==> config.mk <==
export PLATFORM = sky130hd
export DESIGN_NAME = mvu_job_scheduler_flat
export DESIGN_NICKNAME = d
export VERILOG_FILES = /design/src/rtl/mvu_job_scheduler_if.sv /design/src/rtl/mvu_job_scheduler.sv /design/src/flat_wrapper.sv
export SDC_FILE = /design/constraint.sdc
export NUM_CORES = 2
export LEC_CHECK = 0
export CORE_MARGIN = 5
export CORE_UTILIZATION = 50
export CTS_CLUSTER_DIAMETER = 60
export CTS_CLUSTER_SIZE = 10
export DETAILED_ROUTE_END_ITERATION = 10
export GPL_TIMING_DRIVEN = 0
export PLACE_DENSITY = 0.74
export SETUP_SLACK_MARGIN = 0.1
export SLEW_MARGIN = 5
export SYNTH_ARGS = -nofsm -noshare
export SYNTH_HDL_FRONTEND = slang
export SYNTH_SLANG_ARGS = --single-unit
==> constraint.sdc <==
create_clock -name clk -period 24.9 [get_ports clk]
set_input_delay 4.98 -clock clk [delete_from_list [all_inputs] [get_ports clk]]
set_output_delay 4.98 -clock clk [all_outputs]
set_load 0.02 [all_outputs]
==> src/rtl/mvu_job_scheduler_if.sv <==
// Host-descriptor, MVU-control and completion signals of the MVU job scheduler.
interface mvu_job_scheduler_if #(
  parameter int BCFG    = 256,
  parameter int BCNTDWN = 29,
  parameter int BID     = 8
);
  logic               desc_valid;
  logic               desc_ready;
  logic [BCFG-1:0]    desc_cfg;
  logic [BCNTDWN-1:0] desc_cntdwn;
  logic [BCFG-1:0]    mvu_cfg;
  logic [BCNTDWN-1:0] mvu_countdown;
  logic               mvu_start;
  logic               mvu_done;
  logic               cmpl_valid;
  logic               cmpl_ready;
  logic [BID-1:0]     cmpl_id;
  logic               cmpl_err;
  logic               busy;
  logic               irq;

  modport slave (
    input  desc_valid, desc_cfg, desc_cntdwn, mvu_done, cmpl_ready,
    output desc_ready, mvu_cfg, mvu_countdown, mvu_start,
           cmpl_valid, cmpl_id, cmpl_err, busy, irq
  );

  modport master (
    output desc_valid, desc_cfg, desc_cntdwn, mvu_done, cmpl_ready,
    input  desc_ready, mvu_cfg, mvu_countdown, mvu_start,
           cmpl_valid, cmpl_id, cmpl_err, busy, irq
  );
endinterface

==> src/rtl/mvu_job_scheduler.sv <==
// Queues MVU job descriptors, launches them one at a time with a watchdog,
// and posts one completion record per job through a single-entry buffer.
module mvu_job_scheduler #(
  parameter int DEPTH   = 4,
  parameter int BCFG    = 256,
  parameter int BCNTDWN = 29,
  parameter int SLACK   = 16,
  parameter int BID     = 8
) (
  input  logic               clk,
  input  logic               rst,
  mvu_job_scheduler_if.slave bus
);
  localparam int AW  = $clog2(DEPTH);
  localparam int BWD = BCNTDWN + 1;

  typedef enum logic [2:0] {S_IDLE, S_SETUP, S_START, S_RUN, S_CMPL} state_t;

  logic [BCFG-1:0]    cfg_mem [DEPTH];
  logic [BCNTDWN-1:0] cnt_mem [DEPTH];
  logic [BID-1:0]     id_mem  [DEPTH];

  state_t             state_q, state_d;
  logic [AW-1:0]      wr_ptr_q, wr_ptr_d, rd_ptr_q, rd_ptr_d;
  logic [AW:0]        count_q, count_d;
  logic [BID-1:0]     next_id_q, next_id_d;
  logic [BCFG-1:0]    cfg_q, cfg_d;
  logic [BCNTDWN-1:0] cntdwn_q, cntdwn_d;
  logic [BID-1:0]     job_id_q, job_id_d;
  logic [BWD-1:0]     wd_q, wd_d;
  logic               start_q, start_d;
  logic               cmpl_valid_q, cmpl_valid_d;
  logic               cmpl_err_q, cmpl_err_d;
  logic [BID-1:0]     cmpl_id_q, cmpl_id_d;

  logic               full, empty, push, launch, bypass, pop, wr_en, cmpl_free;
  logic [BCFG-1:0]    head_cfg;
  logic [BCNTDWN-1:0] head_cnt;
  logic [BID-1:0]     head_id;

  assign full      = (count_q == (AW+1)'(DEPTH));
  assign empty     = (count_q == '0);
  assign push      = bus.desc_valid && !full;
  assign cmpl_free = !cmpl_valid_q || bus.cmpl_ready;
  assign launch    = (state_q == S_IDLE) && cmpl_free && (!empty || bus.desc_valid);
  // An idle scheduler with an empty queue takes the incoming descriptor directly,
  // so a job pushed at cycle t is in SETUP at t+1.
  assign bypass    = launch && empty;
  assign pop       = launch && !empty;
  assign wr_en     = push && !bypass;

  assign head_cfg  = empty ? bus.desc_cfg    : cfg_mem[rd_ptr_q];
  assign head_cnt  = empty ? bus.desc_cntdwn : cnt_mem[rd_ptr_q];
  assign head_id   = empty ? next_id_q       : id_mem[rd_ptr_q];

  assign bus.desc_ready    = !full;
  assign bus.mvu_cfg       = cfg_q;
  assign bus.mvu_countdown = cntdwn_q;
  assign bus.mvu_start     = start_q;
  assign bus.cmpl_valid    = cmpl_valid_q;
  assign bus.cmpl_id       = cmpl_id_q;
  assign bus.cmpl_err      = cmpl_err_q;
  assign bus.irq           = cmpl_valid_q;
  assign bus.busy          = (state_q != S_IDLE) || !empty;

  always_ff @(posedge clk) begin
    if (wr_en) begin
      cfg_mem[wr_ptr_q] <= bus.desc_cfg;
      cnt_mem[wr_ptr_q] <= bus.desc_cntdwn;
      id_mem[wr_ptr_q]  <= next_id_q;
    end
  end

  always_comb begin
    wr_ptr_d     = wr_ptr_q + AW'(wr_en);
    rd_ptr_d     = rd_ptr_q + AW'(pop);
    count_d      = count_q + (AW+1)'(wr_en) - (AW+1)'(pop);
    next_id_d    = next_id_q + BID'(push);
    state_d      = state_q;
    cfg_d        = cfg_q;
    cntdwn_d     = cntdwn_q;
    job_id_d     = job_id_q;
    wd_d         = wd_q;
    start_d      = 1'b0;
    cmpl_valid_d = cmpl_valid_q && !bus.cmpl_ready;
    cmpl_err_d   = cmpl_err_q;
    cmpl_id_d    = cmpl_id_q;

    case (state_q)
      S_IDLE: begin
        if (launch) begin
          state_d  = S_SETUP;
          cfg_d    = head_cfg;
          cntdwn_d = head_cnt;
          job_id_d = head_id;
        end
      end
      S_SETUP: begin
        if (cntdwn_q == '0) begin
          state_d      = S_CMPL;
          cmpl_valid_d = 1'b1;
          cmpl_err_d   = 1'b1;
          cmpl_id_d    = job_id_q;
        end else begin
          // Watchdog is armed one cycle early and ticks through START, so it
          // hits zero exactly countdown+SLACK cycles after the start pulse.
          state_d = S_START;
          start_d = 1'b1;
          wd_d    = {1'b0, cntdwn_q} + BWD'(SLACK);
        end
      end
      S_START: begin
        state_d = S_RUN;
        wd_d    = wd_q - BWD'(1);
      end
      S_RUN: begin
        if (bus.mvu_done || wd_q == BWD'(1)) begin
          state_d      = S_CMPL;
          cmpl_valid_d = 1'b1;
          cmpl_err_d   = !bus.mvu_done;
          cmpl_id_d    = job_id_q;
        end
        wd_d = wd_q - BWD'(1);
      end
      S_CMPL: begin
        state_d = S_IDLE;
      end
      default: begin
        state_d = S_IDLE;
      end
    endcase
  end

  always_ff @(posedge clk or posedge rst) begin
    if (rst) begin
      state_q      <= S_IDLE;
      wr_ptr_q     <= '0;
      rd_ptr_q     <= '0;
      count_q      <= '0;
      next_id_q    <= '0;
      cfg_q        <= '0;
      cntdwn_q     <= '0;
      job_id_q     <= '0;
      wd_q         <= '0;
      start_q      <= 1'b0;
      cmpl_valid_q <= 1'b0;
      cmpl_err_q   <= 1'b0;
      cmpl_id_q    <= '0;
    end else begin
      state_q      <= state_d;
      wr_ptr_q     <= wr_ptr_d;
      rd_ptr_q     <= rd_ptr_d;
      count_q      <= count_d;
      next_id_q    <= next_id_d;
      cfg_q        <= cfg_d;
      cntdwn_q     <= cntdwn_d;
      job_id_q     <= job_id_d;
      wd_q         <= wd_d;
      start_q      <= start_d;
      cmpl_valid_q <= cmpl_valid_d;
      cmpl_err_q   <= cmpl_err_d;
      cmpl_id_q    <= cmpl_id_d;
    end
  end
endmodule

==> src/flat_wrapper.sv <==
// flat-port wrapper written by rule: the top's interface ports become plain ports
module mvu_job_scheduler_flat 
#(
  parameter int DEPTH   = 4,
  parameter int BCFG    = 256,
  parameter int BCNTDWN = 29,
  parameter int SLACK   = 16,
  parameter int BID     = 8
)
  (clk, rst, bus_desc_valid, bus_desc_cfg, bus_desc_cntdwn, bus_mvu_done, bus_cmpl_ready, bus_desc_ready, bus_mvu_cfg, bus_mvu_countdown, bus_mvu_start, bus_cmpl_valid, bus_cmpl_id, bus_cmpl_err, bus_busy, bus_irq);
  mvu_job_scheduler_if #(.BCFG(BCFG), .BCNTDWN(BCNTDWN), .BID(BID)) bus_i ();
  input  logic clk;
  input  logic rst;
  input wire logic [$bits(bus_i.desc_valid)-1:0] bus_desc_valid;
  input wire logic [$bits(bus_i.desc_cfg)-1:0] bus_desc_cfg;
  input wire logic [$bits(bus_i.desc_cntdwn)-1:0] bus_desc_cntdwn;
  input wire logic [$bits(bus_i.mvu_done)-1:0] bus_mvu_done;
  input wire logic [$bits(bus_i.cmpl_ready)-1:0] bus_cmpl_ready;
  output wire logic [$bits(bus_i.desc_ready)-1:0] bus_desc_ready;
  output wire logic [$bits(bus_i.mvu_cfg)-1:0] bus_mvu_cfg;
  output wire logic [$bits(bus_i.mvu_countdown)-1:0] bus_mvu_countdown;
  output wire logic [$bits(bus_i.mvu_start)-1:0] bus_mvu_start;
  output wire logic [$bits(bus_i.cmpl_valid)-1:0] bus_cmpl_valid;
  output wire logic [$bits(bus_i.cmpl_id)-1:0] bus_cmpl_id;
  output wire logic [$bits(bus_i.cmpl_err)-1:0] bus_cmpl_err;
  output wire logic [$bits(bus_i.busy)-1:0] bus_busy;
  output wire logic [$bits(bus_i.irq)-1:0] bus_irq;
  assign bus_i.desc_valid = bus_desc_valid;
  assign bus_i.desc_cfg = bus_desc_cfg;
  assign bus_i.desc_cntdwn = bus_desc_cntdwn;
  assign bus_i.mvu_done = bus_mvu_done;
  assign bus_i.cmpl_ready = bus_cmpl_ready;
  assign bus_desc_ready = bus_i.desc_ready;
  assign bus_mvu_cfg = bus_i.mvu_cfg;
  assign bus_mvu_countdown = bus_i.mvu_countdown;
  assign bus_mvu_start = bus_i.mvu_start;
  assign bus_cmpl_valid = bus_i.cmpl_valid;
  assign bus_cmpl_id = bus_i.cmpl_id;
  assign bus_cmpl_err = bus_i.cmpl_err;
  assign bus_busy = bus_i.busy;
  assign bus_irq = bus_i.irq;
  mvu_job_scheduler #(.DEPTH(DEPTH), .BCFG(BCFG), .BCNTDWN(BCNTDWN), .SLACK(SLACK), .BID(BID)) u_core (.clk(clk), .rst(rst), .bus(bus_i));
endmodule
Word level (Yosys, flattened, before mapping)
Memories as Yosys holds them, arrays and structs flattened.
Index checks and enable logic that the tools add are counted.
Word-level totals
  bits in latches: 0
  ROM bits: 0
  register bits after elaboration: 352
  output and inout bits: 299
  bits of input ports: 290
  bits in writable memories: 1172
  logic and storage cells: 82
  memories kept: 3
Memories
  u_core.cfg_mem: words 4, bits a word 256, read ports 1, clocked after Yosys merged registers in 0, write ports 1, line mvu_job_scheduler.sv:19  | logic [BCFG-1:0] cfg_mem [DEPTH];
  u_core.cnt_mem: words 4, bits a word 29, read ports 1, clocked after Yosys merged registers in 0, write ports 1, line mvu_job_scheduler.sv:20  | logic [BCNTDWN-1:0] cnt_mem [DEPTH];
  u_core.id_mem: words 4, bits a word 8, read ports 1, clocked after Yosys merged registers in 0, write ports 1, line mvu_job_scheduler.sv:21  | logic [BID-1:0] id_mem [DEPTH];
Cells by class
  multipliers: 0
  reductions and logical operators: 28
  add/sub/neg operators: 7
  div/mod/pow operators: 0
  bitwise logic cells: 0
  $lt $le $gt $ge: 0
  equality and inequality tests: 9
  shift-type cells: 0
  muxes and demuxes: 22
Operators with widths (number)
  two-way mux 256 bit: 1
  case mux 30 bit (2 select lines): 1
  adder 29 x 5 -> 30 bit, second input constant: 1
  == test 30 x 1 -> 1 bit, second input constant: 1
  two-way mux 30 bit: 1
  subtractor 30 x 1 -> 30 bit, second input constant: 1
  logical NOT 29 bit: 1
  two-way mux 29 bit: 1
  two-way mux 8 bit: 3
  case mux 8 bit (2 select lines): 1
  case mux 3 bit (4 select lines): 1
  two-way mux 3 bit: 3
  adder 8 x 1 -> 8 bit: 1
  two-way mux 1 bit: 8
  logical AND 1 bit: 7
  == test 3 x 2 -> 1 bit, second input constant: 2
  logical NOT 1 bit: 6
  logical NOT 3 bit: 2
  != test 2 x 1 -> 1 bit, second input constant: 3
  AND reduction 2 bit: 3
  adder 2 x 1 -> 2 bit: 2
  logical OR 1 bit: 4
  case mux 1 bit (2 select lines): 2
  nonzero test 2 bit: 2
  other kinds (8): 8

Logic depth before layout (Yosys ltp)
  depth after elaboration: 9
  mapped depth: 10
  depth with buffers taken out: 9

Worst setup path before layout
OpenSTA, ideal clock, no wires.
  path kind: input -> register
  start point: input bus_cmpl_ready
  end point: memory u_core.cfg_mem[1][0], enable pin
  buffers on the path: 0
  data required time: 23.534 ns
  setup time: 1.366 ns
  arrival: 26.558 ns
  stages on the path: 4
  setup slack: -3.024 ns
  cell sequence: nand2b_1 nand2_1 o21ai_0 nor3b_1
On the way
  cells in the longest elaborated chain, start to end: 8
RTL lines
  start, declared: line flat_wrapper.sv:18  | input wire logic [$bits(bus_i.cmpl_ready)-1:0] bus_cmpl_ready;
  logical OR 1 bit: line mvu_job_scheduler.sv:44  | assign cmpl_free = !cmpl_valid_q || bus.cmpl_ready;
  logical AND 1 bit (2 in series): line mvu_job_scheduler.sv:45  | assign launch = (state_q == S_IDLE) && cmpl_free && (!empty || bus.desc_valid);
  logical AND 1 bit: line mvu_job_scheduler.sv:48  | assign bypass = launch && empty;
  logical NOT 1 bit: line mvu_job_scheduler.sv:50  | assign wr_en = push && !bypass;
  logical AND 1 bit: line mvu_job_scheduler.sv:50
  two-way mux 1 bit: line mvu_job_scheduler.sv:67  | if (wr_en) begin
  two-way mux 1 bit (implied by the code): line mvu_job_scheduler.sv:68  | cfg_mem[wr_ptr_q] <= bus.desc_cfg;
  end, declared: line mvu_job_scheduler.sv:19
Every way passes these cells.

Final worst setup path
  start point: register u_core.count_q[2]
  end point: output bus_busy
On the way
  cells in the longest elaborated chain, start to end: 3
RTL lines
  start, declared: line mvu_job_scheduler.sv:25  | logic [AW:0] count_q, count_d;
  start signal, assigned: line mvu_job_scheduler.sv:153  | count_q <= count_d;
  logical NOT 3 bit: line mvu_job_scheduler.sv:42  | assign empty = (count_q == '0);
  logical NOT 1 bit: line mvu_job_scheduler.sv:64  | assign bus.busy = (state_q != S_IDLE) || !empty;
  logical OR 1 bit: line mvu_job_scheduler.sv:64
  end, declared: line flat_wrapper.sv:26  | output wire logic [$bits(bus_i.busy)-1:0] bus_busy;
Every way passes these cells.

==> reports/metrics.yaml <==
clock_skew_ns: 0.0234
stdcell_count: 5762
fin_hold_ws_ns: 0.507
seq_area_um2: 44000
slowest_stage: "buf_1"
synth_cell_types: 64
worstMarginPinSlew_ns: 1.37
ys_ff_latch: 1524
yosys-top-cells-area: "edfxtp_1, dfrtp_1, mux4_2"
timing.fmax_mhz: 111
maxCapViolCount: 0
cts_sinks: 1524
fin_util: 0.632
ys_seq_area_frac: 0.760
dpl.cell_count: 5404
slew_headroom: 0.0884
drt_first_pass_iters: 5
place.gp.congestion: 0.837
grt_pass1_vias: 35600
ys_top_cells_by_count: "edfxtp_1, dfrtp_1, nor2_1"
crit_chain: "nor3_2 -> buf_6 -> clkbuf_1 -> buf_1 -> nand2_1 -> clkdlybuf4s50_1"
drc: 0
startpoint_type: "flip-flop"
start_util: 0.505
setup_violations: 0
syn-cell-area_um2: 57900
ir_drop_mv: 0.0842
ant_nets: 0
drive_gt1_frac: 0.142
syn_avg_cell_area_um2: 17.9
finalWorstPathRequiredPeriod_ns: 8.99
grt_pass1_wl_um: 225000
core_region_area_um2: 115000
antenna_found_initial: 41
wirelength_um: 151000
period_share: 0.361
path_clk_slew_ns: 0.06
fp-row-count: 124
synth_most_common_cell: "edfxtp_1"
multiInputGateArea_um2: 13100
worstPathArrival_ns: 4.01
avgViaCountPerCell: 5.94
fill_cells: 7973
p_per_area_nw_per_um2: 133
cp-end-kind: "output port"
synthCells: 3233
synth_flop_cell: "edfxtp_1"
port_buffers: 588
ys_async_sr_fraction: 0.231
synth_edf_count: 1172
ctsResizeCount: 0
synth_top_cell_area_share: 0.608
p_leak_nw: 24.4
cts_made_buffers: 175
io_pins: 589
synth_fp_nets: 3534
wl_per_cell_um: 26.2
path_class: "flip-flop to output port"
chipWidth_um: 350
synth_area_leader_cell: "edfxtp_1"
rsz0062_at_grt: "no"
hold_path_class: "flip-flop to flip-flop"
cts_max_level: 4
slowest_delay_ns: 0.74
hpwl_um: 101000
cts_root_buf: "clkbuf_16"
outcome: "finished clean"
yosys_warnings: 0
post_cts_buffers: 0
worst-path-max-fanout: 10
overflow: 0
vias: 34200
slew_violations: 0
grt_max_degree: 109
hold_viol: 0
syn_to_final_growth_pct: 25.2
drtIter0Drc: 3163
grt.total_usage: 0.244
die_area_um2: 123000
clock_path_buffers: 3
cp.required_ns: 19.92
cts_tree: "yes"
hold_buffers: 0
clk_latency_ns: 0.76
die_y_um: 350
nets: 4370
## per-layer routing
layer  part of all wire  global-route usage
met5            0.00083                   0
met4              0.031              0.0891
met3              0.079              0.0552
met2               0.50               0.395
met1               0.39               0.330
## stage by stage
step / power [W] / TNS (ns) / setup WS [ns] / area (µm²)
final: 0.00966 / 0 / 15.91 / 72500
after global routing: 0.0101 / 0 / 15.70 / 72500
after CTS: 0.00973 / 0 / 15.74 / 72400
after detailed placement: 0.00734 / 0 / 16.37 / 67200
after global placement: 0.00744 / -2658.69 / -4.26 / 65700
after floorplan: 0.00600 / 0 / 6.21 / 57900
## cells by family after synthesis
kind of cell,after synthesis,share of synthesized area
buffers and inverters,226,0.0150
multiplexers,305,0.117
AND/OR/NAND/NOR,471,0.0354
XOR/XNOR,33,0.00499
flip-flops,1524,0.760
adder cells (fa/ha/maj),11,0.00251
AO/OA/AOI/OAI,663,0.0658
## layout by cell type (no fill, tap or decap), types with 7 or more instances in the layout
cell / count
edfxtp_1: 1172
clkdlybuf4s50_1: 588
dfrtp_1: 352
nor2_1: 328
a21oi_1: 309
o22ai_1: 301
clkbuf_1: 294
mux4_2: 293
clkbuf_16: 180
buf_1: 35
buf_8: 31
nand2_1: 30
diode_2: 29
buf_16: 26
nand3_1: 22
xnor2_1: 20
nor3_1: 19
inv_1: 14
xor2_1: 13
o21ai_0: 13
buf_12: 12
ha_1: 10
nor4_1: 9
nand4_1: 9
or3_1: 8
and3_1: 8
inv_6: 8
mux2_4: 7
## state kept, by name, summed over array words and instances, names as in the netlist
| name | flops |
|---|---|
| u_core.rd_ptr_q | 2 |
| u_core.bus.mvu_cfg | 256 |
| u_core.bus.mvu_countdown | 29 |
| u_core.bus.cmpl_valid | 1 |
| u_core.job_id_q | 8 |
| u_core.id_mem | 32 |
| u_core.wd_q | 30 |
| u_core.cnt_mem | 116 |
| u_core.bus.cmpl_id | 8 |
| u_core.bus.cmpl_err | 1 |
| u_core.wr_ptr_q | 2 |
| u_core.count_q | 3 |
| u_core.bus.mvu_start | 1 |
| u_core.next_id_q | 8 |
| u_core.state_q | 3 |
| u_core.cfg_mem | 1024 |
## worst max-delay path, delay by kind of cell (launching register included)
family                 cells  cell delay (ns)
buffers and inverters      4             2.33
AND/OR/NAND/NOR            2             0.48
flip-flops                 1             0.43
## cell type report
| type | count | area share |
|---|---|---|
| Sequential cell | 1524 | 0.607 |
| Multi-Input combinational cell | 1483 | 0.181 |
| Inverter | 17 | 0.000983 |
| Clock inverter | 17 | 0.00317 |
| Antenna cell | 29 | 0.00100 |
| Timing Repair Buffer | 659 | 0.101 |
| Clock buffer | 312 | 0.0692 |
| Tap cell | 1512 | 0.0261 |
| Buffer | 209 | 0.0111 |
## worst paths after layout
check                                           to  slack, ns               from  cells past startpoint
max in group asynchronous   u_core.bus.mvu_cfg[49]      18.72                rst                      4
hold / removal                      u_core.wd_q[5]       0.51     u_core.wd_q[5]                      1
setup reg to reg           u_core.bus.mvu_cfg[207]      21.02  u_core.state_q[2]                      8
min in group asynchronous  u_core.bus.mvu_cfg[191]       4.60                rst                      2
hold reg to reg                     u_core.wd_q[5]       0.51     u_core.wd_q[5]                      1
setup / recovery                          bus_busy      15.91  u_core.count_q[2]                      6
## power breakdown
part           internal [W]  switching (W)
Combinational       0.00152        0.00198
Sequential          0.00348       0.000320
Clock               0.00137       0.000989
No activity file was read; power rests on OpenSTA's default activity.
